File: config.mk
export PLATFORM = sky130hd
export DESIGN_NAME = systolic_pe_dbuf
export DESIGN_NICKNAME = d
export VERILOG_FILES = /design/src/rtl/systolic_pe_dbuf.sv
export SDC_FILE = /design/constraint.sdc
export NUM_CORES = 1
export LEC_CHECK = 0
export ABC_AREA = 1
export CORE_MARGIN = 3
export CORE_UTILIZATION = 50
export DETAILED_ROUTE_END_ITERATION = 12
export GPL_ROUTABILITY_DRIVEN = 0
export PLACE_DENSITY = 0.81
export SYNTH_ARGS = -nofsm -noshare
export SYNTH_HDL_FRONTEND = slang
export SYNTH_SLANG_ARGS = --single-unit
File: constraint.sdc
create_clock -name clk -period 5.3 [get_ports clk]
set_clock_uncertainty 0.1 [all_clocks]
set_input_delay 0.53 -clock clk [delete_from_list [all_inputs] [get_ports clk]]
set_output_delay 0.53 -clock clk [all_outputs]
set_load 0.02 [all_outputs]
File: src/rtl/systolic_pe_dbuf.sv
// systolic_pe_dbuf: double-buffered-weight systolic PE with WS/OS dataflow, valid chain and optional saturation
module systolic_pe_dbuf #(
    parameter int DATA_WIDTH   = 16,
    parameter int WEIGHT_WIDTH = 8,
    parameter int ACCUM_WIDTH  = 32,
    parameter bit SIGNED       = 1'b1,
    parameter bit SATURATE     = 1'b1
) (
    input  logic                    clk,
    input  logic                    rst_n,
    input  logic                    en,
    input  logic                    mode,
    input  logic [DATA_WIDTH-1:0]   act_in,
    input  logic                    act_valid_in,
    output logic [DATA_WIDTH-1:0]   act_out,
    output logic                    act_valid_out,
    input  logic [WEIGHT_WIDTH-1:0] w_in,
    input  logic                    w_load,
    output logic [WEIGHT_WIDTH-1:0] w_out,
    input  logic                    w_swap,
    input  logic [ACCUM_WIDTH-1:0]  psum_in,
    input  logic                    psum_valid_in,
    output logic [ACCUM_WIDTH-1:0]  psum_out,
    output logic                    psum_valid_out,
    input  logic                    acc_last,
    output logic [ACCUM_WIDTH-1:0]  acc_out,
    output logic                    acc_out_valid,
    output logic                    ovf,
    input  logic                    ovf_clear
);
    localparam int PW = DATA_WIDTH + WEIGHT_WIDTH;
    logic [WEIGHT_WIDTH-1:0] w_act;
    logic [PW-1:0] prod;
    logic [ACCUM_WIDTH-1:0] prod_ext, prod_r, psum_r, acc, ws_sum, os_sum;
    logic psum_v_r, last_r, ws_ovf, os_ovf, ovf_set;
    function automatic logic [ACCUM_WIDTH:0] add(input logic [ACCUM_WIDTH-1:0] a, input logic [ACCUM_WIDTH-1:0] b);
        logic [ACCUM_WIDTH:0] s;
        logic o;
        logic [ACCUM_WIDTH-1:0] lim;
        s = {SIGNED && a[ACCUM_WIDTH-1], a} + {SIGNED && b[ACCUM_WIDTH-1], b};
        o = SIGNED ? s[ACCUM_WIDTH] ^ s[ACCUM_WIDTH-1] : s[ACCUM_WIDTH];
        lim = SIGNED ? {s[ACCUM_WIDTH], {(ACCUM_WIDTH-1){~s[ACCUM_WIDTH]}}} : '1;
        return {o, (SATURATE && o) ? lim : s[ACCUM_WIDTH-1:0]};
    endfunction
    assign prod = {{WEIGHT_WIDTH{SIGNED && act_in[DATA_WIDTH-1]}}, act_in}
                * {{DATA_WIDTH{SIGNED && w_act[WEIGHT_WIDTH-1]}}, w_act};
    assign prod_ext = ACCUM_WIDTH'(prod) | ({ACCUM_WIDTH{SIGNED && prod[PW-1]}} << PW);
    assign {ws_ovf, ws_sum} = add(psum_r, act_valid_out ? prod_r : '0);
    assign {os_ovf, os_sum} = add(acc, prod_r);
    assign ovf_set = mode ? act_valid_out && os_ovf : (act_valid_out || psum_v_r) && ws_ovf;
    always_ff @(posedge clk or negedge rst_n) begin
        if (!rst_n) begin
            w_out          <= '0;
            w_act          <= '0;
            act_out        <= '0;
            act_valid_out  <= 1'b0;
            prod_r         <= '0;
            psum_r         <= '0;
            psum_v_r       <= 1'b0;
            last_r         <= 1'b0;
            psum_out       <= '0;
            psum_valid_out <= 1'b0;
            acc            <= '0;
            acc_out        <= '0;
            acc_out_valid  <= 1'b0;
            ovf            <= 1'b0;
        end else begin
            ovf <= ovf_clear ? 1'b0 : ovf | (en && ovf_set);
            if (en) begin
                w_out          <= w_load ? w_in : w_out;
                w_act          <= w_swap ? w_out : w_act;
                act_out        <= act_in;
                act_valid_out  <= act_valid_in;
                prod_r         <= prod_ext;
                psum_r         <= psum_in;
                psum_v_r       <= psum_valid_in;
                last_r         <= acc_last;
                psum_out       <= mode ? psum_r : ws_sum;
                psum_valid_out <= psum_v_r | (!mode & act_valid_out);
                acc_out_valid  <= mode & act_valid_out & last_r;
                if (mode && act_valid_out) begin
                    acc     <= last_r ? '0 : os_sum;
                    acc_out <= last_r ? os_sum : acc_out;
                end
            end
        end
    end
endmodule

# Word level (Yosys, flattened, before mapping)
# Index checks and enable logic that the tools add are counted.
# op_classes
addsub	2
multipliers	1
n_mux	7
bitwise_logic	10
n_reduce_logical	10
# ops
op	n
32-bit 2-to-1 mux	5
32-bit by 32-bit adder with 33-bit output	2
24-bit by 32-bit bitwise OR with 32-bit output	1
16-bit by 8-bit multiplier with 24-bit output	1
2-bit AND reduction	3
1-bit logical AND	4
1-bit AND	3
3-bit AND reduction	1
1-bit 2-to-1 mux	2
1-bit inverter	2
1-bit bitwise OR	2
1-bit bitwise XOR	2
1-bit logical NOT	1
1-bit logical OR	1
# totals
regBits	198
output_inout_bits	92
wordCells	44

# Longest topological paths before layout
# Gate-level depths: netlist of the first run.
# depth
depth_word	8
ltp_mapped	24
mapped_depth_nobuf	22

# Worst setup path after synthesis of the first run
# OpenSTA, ideal clock, no wires.
# synth_timing
path_kind	input -> register
from	in act_in[0]
to	reg prod_r[20]
setup_ps	118
arrival_ps	4335
t_required_ps	5082
setup_slack_ps	747
path_stages	19
n_path_buf	1
cell_sequence	clkbuf_1 or2_2 fa_1 fa_1 fa_1 fa_1 inv_1 ha_1 inv_1 o21ai_1 nand2_1 and3_1 o21bai_1 a21oi_1 or2_1 nand2_1 nand2_1 nand3_1 nand2_1
# synth_via
elab_chain_len	2
# synth_lines
item	line_no	source
from (decl)	13	input logic [DATA_WIDTH-1:0] act_in,
16-bit by 8-bit multiplier with 24-bit output	46	* {{DATA_WIDTH{SIGNED && w_act[WEIGHT_WIDTH-1]}}, w_act};
24-bit by 32-bit bitwise OR with 32-bit output	47	assign prod_ext = ACCUM_WIDTH'(prod) | ({ACCUM_WIDTH{SIGNED && prod[PW-1]}} << PW);
to (signal assigned)	74	prod_r <= prod_ext;
to (decl)	34	logic [ACCUM_WIDTH-1:0] prod_ext, prod_r, psum_r, acc, ws_sum, os_sum;
# No other way between the ends.
# A chain may end at the register's enable or synchronous reset.

# Final worst setup path of the first run
# layout_timing
from	reg w_act[2]
to	reg prod_r[30]
# layout_via
elab_chain_len	2
# layout_lines
item	line_no	source
from (decl)	32	logic [WEIGHT_WIDTH-1:0] w_act;
from (signal assigned)	71	w_act <= w_swap ? w_out : w_act;
16-bit by 8-bit multiplier with 24-bit output	46	
24-bit by 32-bit bitwise OR with 32-bit output	47	
# No other way between the ends.

==> qor_table.md, run 1 <==
| Parameter | This run |
| --- | --- |
| Worst vdd ir | 0.000538 V |
| Die Width | 189 um |
| TritonCTS clock tree | done |
| Number of antenna violations at the first check in global routing | 1 |
| # hold bufs at CTS | 0 |
| Area grow syn2layout | 15.1% |
| Worst setup path start | w_act[2] |
| Die area | 35600 um^2 |
| Most instantiated library cell after synthesis | sky130_fd_sc_hd__nand2_1 |
| Distinct cell type count after synthesis | 46 |
| Total routed wirelength | 43.8 mm |
| Yosys warns | 0 |
| Crit Path Max Fanout | 17 |
| Portion of the post-synthesis area used by sequential elements | 28.5% |
| Capturing element type of the critical path | flop |
| Post-synth EDFFs | 0 |
| Run status | finished clean |
| Cells resized by post-CTS repair | 0 |
| Detailed Route Iter0 Violations | 1123 |
| Pin count of the biggest net entering global routing | 111 |
| Share of the synthesized area in the top cell type | 28.5% |
| Max-slew headroom | 31.4% |
| CTS sink count | 190 |
| Minimum period implied by the final worst setup slack | 4.96 ns |
| Number of buffers on the longest clock path | 2 |
| Height of the die | 189 um |
| Clock Tree Root | sky130_fd_sc_hd__clkbuf_16 |
| Reg2Reg Setup Slack | 0.34 ns |
| Pwr Total | 0.0140 W |
| Upper clock frequency limit | 202 MHz |
| Top cells by area, synth | sky130_fd_sc_hd__dfrtp_1, sky130_fd_sc_hd__nand2_1, sky130_fd_sc_hd__fa_1 |
| Final-layout fill cell count | 2963 |
| Synthesis-stage register bit count | 190 |
| Unrepaired setup endpoints after global routing | no |
| Cell count after placement | 2842 |
| Crit path kind | reg2reg |
| Effective utilization at floorplan | 51.0% |
| Total routing resource utilization after global routing | 25.4% |
| Htree depth | 4 |
| Worst Tran Pin Value | 1.03 ns |
| Arrival time reported for the critical path endpoint | 5.24 ns |
| Detailed Routing Iterations Pass 1 | 6 |
| Layout cell share with drive strength beyond 1 | 4.89% |
| Total of max-cap violations | 0 |
| Vias after detailed routing | 15.1k |
| Max-slew violation count | 0 |
| FFs w/ async S/R, synth | 100% |
| Leading area contributor after synthesis | sky130_fd_sc_hd__dfrtp_1 |
| Wire length per cell after detailed routing | 15.2 um |
| Worst Path Required | 5.58 ns |
| Min-delay worst type | in2async |
| Antenna diode instance count | 0 |
| Predominant post-synthesis flop cell | sky130_fd_sc_hd__dfrtp_1 |
| Vias in the first global route | 15.2k |
| Endpoints failing hold | 0 |
| Final nets | 2699 |
| Total global routing overflow | 0 |
| Wire length of the first global-routing pass | 74.1 mm |
| Buffers on Ports | 157 |
| Setup violations, final | 0 |
| DRC violation count after routing | 0 |
| Power per unit of standard cell area | 731 nW/um^2 |
| Most numerous cell types in the synthesized netlist | sky130_fd_sc_hd__nand2_1, sky130_fd_sc_hd__inv_1, sky130_fd_sc_hd__dfrtp_1, sky130_fd_sc_hd__a21oi_1, sky130_fd_sc_hd__nor2_1 |
| Detail Placement HPWL | 34.3 mm |
| Vias per inst | 5.24 |
| Post-synthesis net count | 2588 |
| Average size of a mapped cell | 7.22 um^2 |
| Post-CTS clock slew at the launch and capture registers of the worst setup and hold paths | 0.08 ns |
| Number of nets with antenna violations after detailed routing | 0 |
| Setup repair bufs after CTS | 0 |
| Num CTS Buffers | 17 |
| Launch point of the worst reg-to-reg path | w_act[2] |
| Final Instance Count excl. Fillers | 2874 |
| Core area | 32700 um^2 |
| Crit share post-route | 93.6% |
| Number of ports placed on the die boundary | 158 |
| Number of instances in the synthesized netlist | 2308 |
| Final TNS setup | 0 ns |
| Kind of start point of the critical path | flop |
| Number of placement rows | 66 |
| Static Leakage | 10.6 nW |
| Cell Area, Synth | 16700 um^2 |
| Clock Latency Late Sink | 0.46 ns |
-- cells by family after synthesis --
family	synth area share (%)
mux	0.878
xor+xnor	3.73
flops	28.5
simple gates	23.8
compound gates	10.9
fa+ha+maj	20.8
buf+inv	11.4
-- path summary, 6_finish.rpt --
| kind | depth (start not counted) | end |
|---|---|---|
| worst max-delay path | 14 | prod_r[30] |
| worst min-delay path | 1 | psum_r[9] |
| worst max register to register | 14 | prod_r[30] |
| worst min register to register | 2 | act_out[13] |
| max in group asynchronous | 2 | acc_out[2] |
| min in group clk | 2 | act_out[13] |
-- cell type report --
cell class	count	area, um^2	area share (%)
Clock buffer	17	425	2.22
Clock inverter	15	191	0.998
Inverter	407	1540	8.01
Multi-Input combinational cell	1628	10000	52.2
Sequential cell	190	4750	24.8
Tap cell	442	553	2.88
Timing Repair Buffer	175	1710	8.90
-- worst max-delay path, stage by stage, from the launching register on --
cell                      delay, ns
sky130_fd_sc_hd__dfrtp_1       0.79
sky130_fd_sc_hd__nand2_1       0.29
sky130_fd_sc_hd__fa_1          0.67
sky130_fd_sc_hd__inv_1         0.13
sky130_fd_sc_hd__fa_1          0.48
sky130_fd_sc_hd__fa_1          0.54
sky130_fd_sc_hd__fa_1          0.42
sky130_fd_sc_hd__ha_1          0.37
sky130_fd_sc_hd__nand2_1       0.11
sky130_fd_sc_hd__nor3_1        0.29
sky130_fd_sc_hd__nand4_1       0.15
sky130_fd_sc_hd__nand3_1       0.15
sky130_fd_sc_hd__nand2_1       0.08
sky130_fd_sc_hd__a21o_1        0.16
sky130_fd_sc_hd__a31oi_1       0.12
-- layout by cell type (no fill, tap or decap), types with 21 or more instances in the layout --
cell type,count
sky130_fd_sc_hd__xnor2_1,29
sky130_fd_sc_hd__ha_1,109
sky130_fd_sc_hd__fa_1,105
sky130_fd_sc_hd__nor2_1,111
sky130_fd_sc_hd__clkdlybuf4s50_1,155
sky130_fd_sc_hd__nand3_1,39
sky130_fd_sc_hd__o21ai_0,95
sky130_fd_sc_hd__a21oi_1,112
sky130_fd_sc_hd__a21oi_2,21
sky130_fd_sc_hd__o21bai_1,23
sky130_fd_sc_hd__nand2_1,802
sky130_fd_sc_hd__inv_1,398
sky130_fd_sc_hd__o21ai_1,51
sky130_fd_sc_hd__dfrtp_1,190
sky130_fd_sc_hd__xor2_1,42
-- stage by stage --
stage | cell area (um^2) | util, % | hold WS (ns) | setup WS, ns
2_1_floorplan | 16700 | - | 0.134 | 0.747
6_report | 19200 | 58.7 | 0.0827 | 0.341
5_1_grt | 19200 | 58.7 | 0.153 | 0.0616
3_3_place_gp | 18600 | 56.8 | 0.355 | 0.171
3_5_place_dp | 18600 | 56.8 | 0.364 | 0.00868
4_1_cts | 19200 | 58.7 | 0.107 | 0.389
-- report_power, final --
group | total, W | leakage [nW] | switching [W] | internal, W
logic | 0.0103 | 7.91 | 0.00638 | 0.00394
registers | 0.00237 | 2.34 | 0.000448 | 0.00192
clock network | 0.00134 | 0.298 | 0.000691 | 0.000645
total | 0.0140 | 10.6 | 0.00752 | 0.00650
-- sequential cells by signal, indices dropped and copies added, names as in the netlist, 8 cells and up --
| signal | count |
|---|---|
| acc_out | 32 |
| psum_out | 32 |
| w_out | 8 |
| w_act | 8 |
| prod_r | 24 |
| acc | 32 |
| act_out | 16 |
| psum_r | 32 |
-- per-layer routing --
layer	up-vias	global-route usage, %	share of wire, %
li1	7283	-	-
met4	2	9.68	3.3
met1	7150	33.0	43
met3	109	3.63	6.1
met2	529	43.2	48
met5	-	0	0.037
(Power assumes the default switching activity.)
==> inputs of run 2 (changes only) <==
- CORE_ASPECT_RATIO: unset -> 0.7
==> run 2 against run 1 <==
Effect of this change: core utilization rose by 0.37 points; worst setup slack got worse by 0.075 ns; cell count fell by 0.38%; critical path depth rose by 1; via count rose by 1.2%; sequential share of layout area barely moved; wire length rose by 5.8%; register-to-register slack got worse by 0.08 ns; cell area rose by 0.17%.
==> qor_table.md, run 2 (synthesis results as in run 1) <==
| Parameter | This run |
| --- | --- |
| Run status | finished clean |
| Most common cell after layout, fill and taps aside | sky130_fd_sc_hd__nand2_1 |
| Crit share post-route | 95.0% |
| Buffers on Ports | 157 |
| Final nets | 2703 |
| Detailed Routing Iterations Pass 1 | 6 |
| Clock Tree Root | sky130_fd_sc_hd__clkbuf_16 |
| Capturing element type of the critical path | flop |
| Total routing resource utilization after global routing | 26.6% |
| Final Instance Count excl. Fillers | 2863 |
| Termination of the worst setup path | prod_r[22] |
| Endpoint of the worst register-to-register path | prod_r[22] |
| Core area | 32600 um^2 |
| Max-slew violation count | 0 |
| Die area | 35600 um^2 |
| Die Width | 224 um |
| Upper clock frequency limit | 199 MHz |
| Post-CTS clock slew at the launch and capture registers of the worst setup and hold paths | 0.08 ns |
| Post-placement setup slack | -0.121 ns |
| Detailed Route Iter0 Violations | 1610 |
| Wire length of the first global-routing pass | 77.5 mm |
| Wire length per cell after detailed routing | 16.2 um |
| TritonCTS clock tree | done |
| Total routed wirelength | 46.3 mm |
| Antenna diode instance count | 0 |
| Depth of the worst register-to-register path | 14 |
| Number of antenna violations at the first check in global routing | 0 |
| Minimum period implied by the final worst setup slack | 5.03 ns |
| Worst setup path start | act_in[15] |
| Number of nets with antenna violations after detailed routing | 0 |
| Number of placement rows | 55 |
| Setup violations, final | 0 |
| Max-slew headroom | 31.0% |
| Number of buffers on the longest clock path | 2 |
| Vias per inst | 5.33 |
| Worst Path Required | 5.60 ns |
| Clock Latency Late Sink | 0.46 ns |
| Effective utilization at floorplan | 51.2% |
| Reg2Reg Setup Slack | 0.27 ns |
| Vias after detailed routing | 15.3k |
| Endpoints failing hold | 0 |
| Area grow syn2layout | 15.3% |
| Unrepaired setup endpoints after global routing | no |
| Crit path kind | in2reg |
| Height of the die | 159 um |
| Worst Tran Pin Value | 1.03 ns |
| Final TNS setup | 0 ns |
| Layout cell share with drive strength beyond 1 | 5.05% |
| CTS sink count | 190 |
| Number of ports placed on the die boundary | 158 |
| Htree depth | 4 |
| Cell count after placement | 2831 |
| Final setup slack of the worst path | 0.266 ns |
| Num CTS Buffers | 17 |
| Commonest cells after routing, fill and taps aside | sky130_fd_sc_hd__nand2_1, sky130_fd_sc_hd__inv_1, sky130_fd_sc_hd__dfrtp_1 |
| Arrival time reported for the critical path endpoint | 5.33 ns |
| DRC violation count after routing | 0 |
| Total global routing overflow | 0 |
| Min-delay worst type | in2async |
| Kind of start point of the critical path | input port |
| Pin count of the biggest net entering global routing | 99 |
| Launch point of the worst reg-to-reg path | w_act[3] |
| Detail Placement HPWL | 35.6 mm |
| Total of max-cap violations | 0 |
| Crit Path Max Fanout | 9 |
| Vias in the first global route | 15.4k |
[run 2: changes by cell type in the layout (fill, tap and decap cells not counted), sizes merged]
cell | before | now
buf | 19 | 23
bufinv | 0 | 4
clkbuf | 18 | 21
clkinv | 10 | 5
clkinvlp | 0 | 2
inv | 412 | 408
[run 2: routing by layer]
layer,global-route usage (%),routed length [um],vias to the layer above
met5,0,0,-
met4,6.87,1030,0
met3,5.34,4090,98
met2,41.4,20000,650
met1,38.3,21200,7222
li1,-,-,7288
[run 2: repair_timing]
action / CTS / global route
hold buffers: 0 / 0
gates resized for setup: 0 / 2
setup buffers: 0 / 0
setup endpoints to repair: 0 / 3
[run 2: critical path, stage by stage]
cell and delay [ns]:
sky130_fd_sc_hd__clkdlybuf4s50_1 0.69, sky130_fd_sc_hd__nand2_1 0.22, sky130_fd_sc_hd__fa_1 0.67, sky130_fd_sc_hd__inv_1 0.14, sky130_fd_sc_hd__fa_1 0.47, sky130_fd_sc_hd__fa_1 0.51
sky130_fd_sc_hd__fa_1 0.41, sky130_fd_sc_hd__ha_1 0.38, sky130_fd_sc_hd__nand2_1 0.11, sky130_fd_sc_hd__nor4_1 0.55, sky130_fd_sc_hd__nand3_1 0.19, sky130_fd_sc_hd__nand3_1 0.18
sky130_fd_sc_hd__or2_2 0.12, sky130_fd_sc_hd__nand3_1 0.05, sky130_fd_sc_hd__nand2_1 0.09
[run 2: worst min path at each step]
stage | startpoint | endpoint | slack (ns) | cells after the start
2_1_floorplan | rst_n | acc[0] | 0.13 | 0
3_3_place_gp | act_out[3] | act_out[3] | 0.36 | 2
3_5_place_dp | act_out[15] | act_out[15] | 0.36 | 2
4_1_cts | rst_n | act_out[5] | 0.05 | 1
5_1_grt | rst_n | act_out[5] | 0.09 | 1
6_report | rst_n | act_out[5] | 0.03 | 1
[run 2: metrics by stage]
| step | utilization [%] | hold WS (ns) | cell area, um^2 |
|---|---|---|---|
| 3_3_place_gp | 57.1 | 0.355 | 18600 |
| 5_1_grt | 59.0 | 0.0852 | 19200 |
| 2_1_floorplan | - | 0.134 | 16700 |
| 3_5_place_dp | 57.1 | 0.357 | 18600 |
| 6_report | 59.0 | 0.0325 | 19200 |
| 4_1_cts | 59.0 | 0.0508 | 19200 |
[run 2: layout make-up]
type | count | area, um^2
flip-flops and latches | 190 | 4760
inverters | 407 | 1540
well taps | 427 | 534
fillers | 2846 | 13300
multi-input cells | 1628 | 10000
clock buffers | 20 | 447
repair buffers | 179 | 1740
clock inverters | 12 | 184
Power of run 2 is left out: the tool's default activity adds up to more than one toggle a clock period on the data nets, which glitch-free logic cannot reach.
==> variant, RTL diff (config.mk and constraints of run 2) <==
Add an input register stage for `w_in`; this delays it by one clock. The other inputs are not delayed to match.
--- a/src/rtl/systolic_pe_dbuf.sv
+++ b/src/rtl/systolic_pe_dbuf.sv
@@ -29,6 +29,13 @@
     input  logic                    ovf_clear
 );
     localparam int PW = DATA_WIDTH + WEIGHT_WIDTH;
+
+    logic [WEIGHT_WIDTH-1:0] w_q;
+
+    always_ff @(posedge clk) begin
+        w_q <= w_in;
+    end
+
     logic [WEIGHT_WIDTH-1:0] w_act;
     logic [PW-1:0] prod;
     logic [ACCUM_WIDTH-1:0] prod_ext, prod_r, psum_r, acc, ws_sum, os_sum;
@@ -67,7 +74,7 @@
         end else begin
             ovf <= ovf_clear ? 1'b0 : ovf | (en && ovf_set);
             if (en) begin
-                w_out          <= w_load ? w_in : w_out;
+                w_out          <= w_load ? w_q : w_out;
                 w_act          <= w_swap ? w_out : w_act;
                 act_out        <= act_in;
                 act_valid_out  <= act_valid_in;
Formal check against the unedited RTL: not equivalent (a bounded check fails within 4 cycles, from zero or initial values and one cycle with rst_n low).
==> variant against run 2 <==
  * Global-route usage shrank 0.41 points
  * Routed wire length up 0.44%
  * Worst setup slack gained 0.021 ns
  * Cell area is 0.84% higher
  * Synthesized area grew 1.5%
  * Sequential cell count rose by 8
  * Final cell count increased by 0.59%
  * Critical path type is now flop to flop
  * Critical endpoint is now prod_r[19]$_DFFE_PN0P_
  * Largest cell class unchanged
==> variant: results <==
{
  "endpoint": "prod_r[19]$_DFFE_PN0P_",
  "cts_resized": 0,
  "root_buffer": "clkbuf_16",
  "dp_hpwl_um": 35700,
  "syn_nets": 2607,
  "synthAdderAreaFrac_pct": 20.5,
  "fin_crit_ns": 5.01,
  "wl_met1_um": 20200,
  "r2r_slack_ns": 0.29,
  "nNetsFinal": 2720,
  "worstSetupStartpointType": "flop",
  "synth_common_cells": "nand2_1 (782), inv_1 (400), dfrtp_1 (190)",
  "reg2reg_from": "w_act[1]$_DFFE_PN0P_",
  "gr-usage-met3_pct": 5.37,
  "detail_route.iter0.violations": 1462,
  "r2r_cells": 18,
  "cp-end-kind": "flop",
  "place_worst_setup_slack_ns": -0.0800,
  "drive_gt1_share_pct": 5.22,
  "p_sw_w": 0.00757,
  "tightest_slew_ns": 1.15,
  "synth_xor_area_share_pct": 3.67,
  "grt_pass1_vias": 15679,
  "routedWlPerCell_um": 16.2,
  "synth_mux_area_share_pct": 0.865,
  "ir_drop_mv": 0.662,
  "grt_pass1_wl_um": 77100,
  "synthDistinctLibCells": 45,
  "cp_max_fo": 17,
  "max_stage_delay_ns": 0.82,
  "ys_seq_area_share_pct": 29.0,
  "slowest_stage": "dfrtp_1",
  "synth_compound_area_share_pct": 10.8,
  "n_fill_cell": 2873,
  "grtUsageMet1_pct": 35.9,
  "status": "completed",
  "avgViaCountPerCell": 5.39,
  "top_layer": "met4",
  "powerComb_w": 0.0104,
  "gr-usage-met2_pct": 42.1,
  "detailedRoute.firstPassIterationCount": 6,
  "grtUsageTotal_pct": 26.2,
  "met3_length_um": 4220,
  "async_reset_ff_share_pct": 96.0,
  "grt_max_degree": 99,
  "dr_wl_met2_um": 21000,
  "worstPathArrival_ns": 5.26,
  "post-cts-setup-buffers": 0,
  "synth_area_leaders": "dfrtp_1 (28%), nand2_1 (17%), fa_1 (12%), inv_1 (8.9%), ha_1 (8.1%)"
}
-- variant: changes by cell type in the layout (fill, tap and decap cells not counted), sizes merged, moves of 8 or more --
cell,delta
o21ai,-40
a31oi,+17
a21o,+16
nor2,+16
nand2,-9
dfxtp,+8
-- variant: area by class of cell --
type | instances | area (um^2) | area share [%]
multi-input combinational | 1636 | 10100 | 52.2
clock buffer | 19 | 433 | 2.23
timing repair buffer | 179 | 1740 | 8.97
tap | 427 | 534 | 2.76
sequential | 198 | 4920 | 25.4
clock inverter | 13 | 100 | 0.517
inverter | 408 | 1540 | 7.93
-- variant: through the flow --
step / cells / instance area (um^2) / TNS [ns] / total power [W] / hold slack, ns
finish: 2880 / 19400 / 0 / 0.0141 / 0.0756
global route: 2880 / 19400 / 0 / 0.0156 / 0.132
CTS: 2877 / 19300 / 0 / 0.0140 / 0.0949
detailed placement: 2845 / 18800 / -0.131 / 0.0127 / 0.352
global placement: 2845 / 18800 / 0 / 0.0123 / 0.345
floorplan: 2327 / 16900 / 0 / 0.0100 / 0.134
